**config.mk**
```make
export PLATFORM = sky130hd
export DESIGN_NAME = micro_sequencer
export DESIGN_NICKNAME = d
export VERILOG_FILES = /design/src/rtl/micro_sequencer.sv
export SDC_FILE = /design/constraint.sdc
export NUM_CORES = 1
export LEC_CHECK = 0
export CORE_UTILIZATION = 60
export DETAILED_ROUTE_END_ITERATION = 12
export DONT_BUFFER_PORTS = 1
export MAX_ROUTING_LAYER = met4
export PLACE_DENSITY = 0.76
export SYNTH_ARGS = -nofsm -noshare
export SYNTH_HDL_FRONTEND = slang
export SYNTH_SLANG_ARGS = --single-unit
```
**constraint.sdc**
```tcl
create_clock -name clk -period 4.8 [get_ports clk]
set_clock_uncertainty 0.2 [all_clocks]
set_input_delay 0.24 -clock clk [delete_from_list [all_inputs] [get_ports clk]]
set_output_delay 0.24 -clock clk [all_outputs]
set_load 0.05 [all_outputs]
```
**src/rtl/micro_sequencer.sv**
```systemverilog
// Fetch/decode/execute control FSM driving the micro-step decoder, with memory and IO handshakes,
// retired-instruction counter and memory watchdog. Optional single-step mode: MICRO_SEQ_SINGLE_STEP_EN.
module micro_sequencer #(
    parameter int unsigned ICNT_W      = 16,
    parameter int unsigned MEM_TIMEOUT = 15
) (
    input  logic              clk,
    input  logic              rst_n,
    input  logic              start,
    input  logic [2:0]        ir_op,
    input  logic              mem_ack,
    input  logic              in_valid,
    input  logic              out_ready,
`ifdef MICRO_SEQ_SINGLE_STEP_EN
    input  logic              step,
`endif
    output logic [2:0]        m2,
    output logic              en,
    output logic              mem_req,
    output logic              mem_we,
    output logic              pc_inc,
    output logic              in_ack,
    output logic              out_valid,
    output logic              busy,
    output logic              halted,
    output logic              fault,
    output logic [ICNT_W-1:0] icount
);

    localparam int unsigned WD_W    = (MEM_TIMEOUT < 2) ? 1 : $clog2(MEM_TIMEOUT + 1);
    localparam int unsigned WD_LAST = (MEM_TIMEOUT == 0) ? 0 : MEM_TIMEOUT - 1;

    localparam logic [2:0] OP_NOP   = 3'b000;
    localparam logic [2:0] OP_LOAD  = 3'b001;
    localparam logic [2:0] OP_STORE = 3'b010;
    localparam logic [2:0] OP_ADD   = 3'b011;
    localparam logic [2:0] OP_SUB   = 3'b100;
    localparam logic [2:0] OP_IN    = 3'b101;
    localparam logic [2:0] OP_OUT   = 3'b110;
    localparam logic [2:0] OP_HALT  = 3'b111;

    localparam logic [2:0] M2_NOP   = 3'b000;
    localparam logic [2:0] M2_FETCH = 3'b001;
    localparam logic [2:0] M2_STORE = 3'b010;
    localparam logic [2:0] M2_LOAD  = 3'b011;
    localparam logic [2:0] M2_ADD   = 3'b100;
    localparam logic [2:0] M2_SUB   = 3'b101;
    localparam logic [2:0] M2_IN    = 3'b110;
    localparam logic [2:0] M2_OUT   = 3'b111;

    typedef enum logic [2:0] {
        S_IDLE   = 3'd0,
        S_FETCH  = 3'd1,
        S_DECODE = 3'd2,
        S_EXEC   = 3'd3,
        S_HALT   = 3'd4,
        S_FAULT  = 3'd5,
        S_PAUSE  = 3'd6
    } state_t;

    // Where a retired instruction goes next (single-step parks in PAUSE).
`ifdef MICRO_SEQ_SINGLE_STEP_EN
    localparam state_t RETIRE_ST = S_PAUSE;
`else
    localparam state_t RETIRE_ST = S_FETCH;
`endif

    state_t          state, state_nxt;
    logic [2:0]      op_q, op_nxt;
    logic [WD_W-1:0] wdog, wdog_nxt;
    logic            icnt_inc;
    logic            done;
    logic            wd_hit;

    // This wait cycle is the last one allowed without an ack.
    assign wd_hit = (MEM_TIMEOUT != 0) && (wdog == WD_W'(WD_LAST));

    always_comb begin
        state_nxt = state;
        op_nxt    = op_q;
        icnt_inc  = 1'b0;
        done      = 1'b0;
        m2        = M2_NOP;
        en        = 1'b0;
        mem_req   = 1'b0;
        mem_we    = 1'b0;
        pc_inc    = 1'b0;
        in_ack    = 1'b0;
        out_valid = 1'b0;
        busy      = (state == S_FETCH) || (state == S_DECODE) || (state == S_EXEC);
        halted    = (state == S_HALT);
        fault     = (state == S_FAULT);

        case (state)
            S_IDLE, S_HALT: begin
                if (start) state_nxt = S_FETCH;
            end
            S_FETCH: begin
                m2      = M2_FETCH;
                mem_req = 1'b1;
                if (mem_ack) begin
                    en        = 1'b1;
                    pc_inc    = 1'b1;
                    state_nxt = S_DECODE;
                end else if (wd_hit) begin
                    state_nxt = S_FAULT;
                end
            end
            S_DECODE: begin
                en     = 1'b1;
                op_nxt = ir_op;
                case (ir_op)
                    OP_NOP: begin
                        icnt_inc  = 1'b1;
                        state_nxt = RETIRE_ST;
                    end
                    OP_HALT: begin
                        icnt_inc  = 1'b1;
                        state_nxt = S_HALT;
                    end
                    default: state_nxt = S_EXEC;
                endcase
            end
            S_EXEC: begin
                case (op_q)
                    OP_LOAD: begin
                        m2      = M2_LOAD;
                        mem_req = 1'b1;
                        done    = mem_ack;
                    end
                    OP_STORE: begin
                        m2      = M2_STORE;
                        mem_req = 1'b1;
                        mem_we  = 1'b1;
                        done    = mem_ack;
                    end
                    OP_ADD: begin
                        m2   = M2_ADD;
                        done = 1'b1;
                    end
                    OP_SUB: begin
                        m2   = M2_SUB;
                        done = 1'b1;
                    end
                    OP_IN: begin
                        m2     = M2_IN;
                        done   = in_valid;
                        in_ack = in_valid;
                    end
                    OP_OUT: begin
                        m2        = M2_OUT;
                        out_valid = 1'b1;
                        done      = out_ready;
                    end
                    default: done = 1'b0;
                endcase
                en = done;
                if (done) begin
                    icnt_inc  = 1'b1;
                    state_nxt = RETIRE_ST;
                end else if (mem_req && wd_hit) begin
                    state_nxt = S_FAULT;
                end else if (op_q == OP_NOP || op_q == OP_HALT) begin
                    state_nxt = S_FETCH;
                end
            end
`ifdef MICRO_SEQ_SINGLE_STEP_EN
            S_PAUSE: begin
                if (step) state_nxt = S_FETCH;
            end
`endif
            S_FAULT: state_nxt = S_FAULT;
            default: state_nxt = S_IDLE;
        endcase

        // Watchdog restarts on every state change, counts unanswered request cycles.
        if (state_nxt != state) begin
            wdog_nxt = '0;
        end else if (mem_req && !mem_ack) begin
            wdog_nxt = wdog + WD_W'(1);
        end else begin
            wdog_nxt = wdog;
        end
    end

    always_ff @(posedge clk) begin
        if (!rst_n) begin
            state  <= S_IDLE;
            op_q   <= '0;
            wdog   <= '0;
            icount <= '0;
        end else begin
            state <= state_nxt;
            op_q  <= op_nxt;
            wdog  <= wdog_nxt;
            if (icnt_inc) icount <= icount + ICNT_W'(1);
        end
    end

endmodule
```
* After elaboration in Yosys (flattened, before gate mapping)
Cells that the tools add are included.
** Cells by class
- $add $sub $neg :: 2
- $mul :: 0
- Divide/modulo/power cells :: 0
- Order comparisons :: 0
- Equality and inequality tests :: 15
- Shifts and indexed selects :: 0
- Multiplexer cells :: 27
- Bitwise logic cells :: 1
- Reductions and logical operators :: 14
** Operators with widths (number)
- 3-bit == test, second input constant :: 7
- 3-bit 2-to-1 mux :: 6
- 3-bit case mux with 6 select lines :: 1
- 16-bit by 1-bit adder with 16-bit output, second input constant :: 1
- 3-bit case mux with 5 select lines :: 1
- 1-bit 2-to-1 mux :: 13
- 3-bit by 2-bit == test with 1-bit output, second input constant :: 4
- 3-bit case mux with 2 select lines :: 2
- 2-bit OR reduction :: 5
- 3-bit logical NOT :: 3
- 3-bit by 1-bit == test with 1-bit output, second input constant :: 2
- 4-bit by 1-bit adder with 4-bit output, second input constant :: 1
- 4-bit == test, second input constant :: 1
- 1-bit case mux with 2 select lines :: 2
- 1-bit case mux with 4 select lines :: 1
- 1-bit logical OR :: 3
- 3-bit inequality test :: 1
- 1-bit case mux with 3 select lines :: 1
- 1-bit logical AND :: 2
- 1-bit logical NOT :: 1
- 1-bit inverter :: 1
** Storage, ports and cells
- Flip-flop bits (word level) :: 26
- Latch bits :: 0
- RAM bits :: 0
- ROM bits :: 0
- Bits of input ports :: 9
- Output and inout bits :: 28
- Logic and storage cells :: 63
- Memories :: 0

* Depth between registers and ports, before layout
- Word-level depth :: 10
- Depth in mapped cells :: 7
- Depth with buffers taken out :: 7

* Worst setup path before layout
Ideal clock, no wire load.
- Kind :: flip-flop to output port
- Start :: register op_q[1]
- End :: output en
- Arrival time :: 2.190 ns
- Required time :: 4.360 ns
- Slack :: 2.170 ns
- Cell stages (with the launch flop) :: 6
- Path buffers :: 1
- Cells stage by stage :: dfxtp_1 > buf_4 > nor2b_1 > o221a_2 > nor2_1 > a311oi_1
** Between the ends
- Cells in the longest elaborated chain, start to end :: 5
- Elaborated cells on any way between the ends :: 11
- Those cells by class :: eq/ne: 6; mux: 3; reduce/logical: 2
** Ends and longest elaborated chain
- start: declaration :: line 69 : logic [2:0] op_q, op_nxt;
- start signal: assignment :: line 194 : op_q <= op_nxt;
- 3-bit == test, or another cell as far along :: line 125 : case (op_q)
- 2-bit OR reduction (no line)
- 1-bit case mux with 4 select lines * :: line 125
- 1-bit 2-to-1 mux * :: line 94 : case (state)
- 1-bit case mux with 3 select lines * :: line 94
- end: declaration :: line 18 : output logic en,
Mark *: on every way between the ends. The rest lies on a longest branch, timed or not. The select of a mux whose other input is x is not followed.

* Final worst setup path
Ends and elaborated chain as after synthesis.

==> metrics.md <==
| Metric | Value |
|---|---|
| Design area | 1820 um2 |
| Leading post-synthesis cells by cell area | dfxtp_1 31%, mux2i_1 8.2%, nand2b_1 6.2% |
| Number of synthesized register bits | 26 |
| Nets | 234 |
| Count of pins over their slew limit | 0 |
| Switching share of power | 30.3% |
| FILL cells | 223 |
| IO Port Bufs | 0 |
| # resized after CTS | 0 |
| Root Driver | clkbuf_4 |
| DRT Wirelength | 3.87 mm |
| Final Hold Fails | 0 |
| Max-slew headroom | 30.7% |
| Register area | 520 um2 |
| Number of antenna violations at the first check in global routing | 0 |
| Vias/cell | 6.18 |
| Place WS | 2.44 ns |
| CP Capture Type | output pin |
| Setup-violating endpoint count in the final report | 0 |
| Iter 0 DRT Violations | 58 |
| Grt ovf | 0 |
| Clock network fraction of total power | 26.9% |
| Cell Chain, Critical Path | a21oi_2 -> nor3_2 -> nor2_1 -> a311oi_2 |
| Core Rows | 18 |
| GP Congestion | 0.876 |
| Final Cycle Share | 57.1% |
| Initial Util | 66.3% |
| Setup CP Type | register to output pin |
| Internal power | 288 uW |
| Startpoint types | register |
| Reg-to-Reg Start | state[0] |
| Worst Hold End | wdog[2] |
| RSZ-0062 raised after global routing | no |
| Multi-input gate area | 1130 um2 |
| Reg2reg end | icount[9] |
| Worst Hold Launch | mem_ack |
| Clock latency on the worst-skew pair | 0.32 ns |
| Max VDD drop | 0.000168 V |
| EDFF count, synth | 0 |
| Unique cell type count in the Yosys netlist | 48 |
| Worst-path clk slew | 0.14 ns |
| Max Buffers Root-to-Sink | 2 |
| Status | finished clean |
| Setup ws final | 2.06 ns |
| DR pass1 iterations | 4 |
| Pwr dens | 228 nW/um2 |
| Reg2Reg Setup Slack | 2.46 ns |
| Critical path's slowest cell | a311oi_2 |
| Syn_area_per_cell | 7.78 um2 |
| Number of global-route vias before repair | 1,419 |
| Logic pwr share | 17.5% |
| Detailed placement HPWL | 2.87 mm |
| Setup TNS | 0 ns |
| IO Count | 37 |
| Synthesis-to-finish area growth | 6.69% |
| F_max | 365 MHz |
| Antenna Nets Post-Route | 0 |
| Die area | 3060 um2 |
| Clock sinks | 26 |
| ANT cells | 0 |
| Die width | 55.3 um |
| Post-Synthesis Cell Area | 1700 um2 |
| Hold path depth | 4 |
| Share of the synthesized area in the top cell type | 30.6% |
| Wire per inst | 15.4 um |
| Total track usage | 26.8% |
| Leading area contributor after synthesis | dfxtp_1 |
| Switching Power | 125 uW |
| Worst slew pin tran | 1.04 ns |
| Crit Path Max Fanout | 10 |
| Async SR Flop Fraction | 0% |
| Via count | 1,550 |
| Most common cell after layout, fill and taps aside | nand2_1 |
| Max-capacitance violation count | 0 |
| Largest net degree at the start of global routing | 30 |
| Die Ht | 55.3 um |
| CTS tree | done |
| CTS buffer count | 3 |
| P_leak | 0.615 nW |
| WP data arrival | 2.30 ns |
| Most frequent cells in the layout | 28 x nand2_1, 26 x dfxtp_1, 20 x a21oi_1 |
| Seq pwr share | 55.6% |
| Core area | 2570 um2 |
| Ratio of cells with drive above 1 in the final layout | 8.60% |
| Hold WC Path Type | input port to register |
| Worst path max stage delay | 0.84 ns |
| Sequential-to-total area share from yosys stat | 30.6% |
| Synthesis Warnings | 0 |
| Post-Synthesis Cells | 219 |
| DRC viols | 0 |
| Placement Cell Area | 1720 um2 |
| First-pass GRT wire length | 6.58 mm |
| Max H-tree Level | 1 |
| Mapped Nets | 231 |
| Synth Flop Type | dfxtp_1 |
| Crit path required time | 4.36 ns |
| Tmin final | 2.74 ns |
| Reg2Reg Depth | 5 |
-- registers in the layout, indices dropped and copies added, names as in the netlist --
name	cells
icount	16
wdog	4
op_q	3
state	3
-- layer usage --
metal  GRT usage, %  part of all wire (%)
met1           38.3                    45
met2           39.1                    45
met3           5.39                   8.8
met4           6.43                  0.75
met5              -                     0
-- through the flow --
stage	utilization, %	hold WS [ns]	power [mW]	instances
3_5_place_dp	67.0	0.165	0.298	241
2_1_floorplan	-	0.179	0.292	219
6_report	70.8	0.0637	0.413	251
5_1_grt	70.8	0.0819	0.432	251
4_1_cts	70.8	0.0567	0.416	251
3_3_place_gp	67.0	0.165	0.296	241
-- how the worst max path moves through the flow --
stage,cells after the start,slack [ns],endpoint,from
floorplan,5,2.17,en,op_q[1]
global placement,3,2.50,en,op_q[2]
detailed placement,4,2.44,en,op_q[1]
CTS,4,2.06,en,op_q[1]
global route,4,1.91,en,op_q[1]
finish,4,2.06,en,op_q[1]
-- kinds of logic (layout without fill, tap and decap cells) --
logic type               after synthesis  after routing  share of synthesized area, %
multiplexers                          14             14                          8.23
AO/OA/AOI/OAI                         45             45                          18.1
buffers and inverters                 15             17                          3.89
XOR/XNOR                               6              6                          3.09
flip-flops                            26             26                          30.6
adder cells (fa/ha/maj)                3              3                          2.20
AND/OR/NAND/NOR                      110            110                          33.9
-- area by class of cell --
type,count,share of cell area [%]
multi-input combinational,178,62.1
clock buffer,4,2.00
timing repair buffer,8,4.13
tap,30,2.07
inverter,5,1.03
sequential,26,28.7
-- critical path, delay by kind of cell, from the launching register on --
| family | cells | cell delay, ns |
|---|---|---|
| DFF | 1 | 0.55 |
| and+or+nand+nor | 2 | 0.49 |
| AOI/OAI and AO/OA | 2 | 0.95 |
-- power groups by stage --
| stage | combinational [mW] | sequential (mW) | clock, mW |
|---|---|---|---|
| 6_report | 0.0722 | 0.230 | 0.111 |
| 5_1_grt | 0.0783 | 0.231 | 0.122 |
| 4_1_cts | 0.0720 | 0.230 | 0.115 |
| 3_5_place_dp | 0.0634 | 0.234 | 0 |
| 3_3_place_gp | 0.0617 | 0.234 | 0 |
| 2_1_floorplan | 0.0651 | 0.227 | 0 |
-- synthesized netlist by cell type, drive strengths merged (3+ instances only) --
| cell type | count |
|---|---|
| ha | 3 |
| a21oi | 21 |
| inv | 5 |
| buf | 4 |
| nor3 | 12 |
| nand2b | 17 |
| a21boi | 4 |
| xor2 | 3 |
| mux2i | 14 |
| nand4 | 4 |
| nor2 | 17 |
| clkbuf | 6 |
| xnor2 | 3 |
| and2 | 4 |
| and3 | 7 |
| o21ai | 4 |
| nand2 | 29 |
| o21a | 3 |
| nand3 | 8 |
| dfxtp | 26 |
-- what timing repair did --
item,4_1_cts,5_1_grt
hold endpoints to repair,20,0
hold buffers,6,0
setup buffers,0,0
Note: power is estimated with default switching activity, not from simulation.
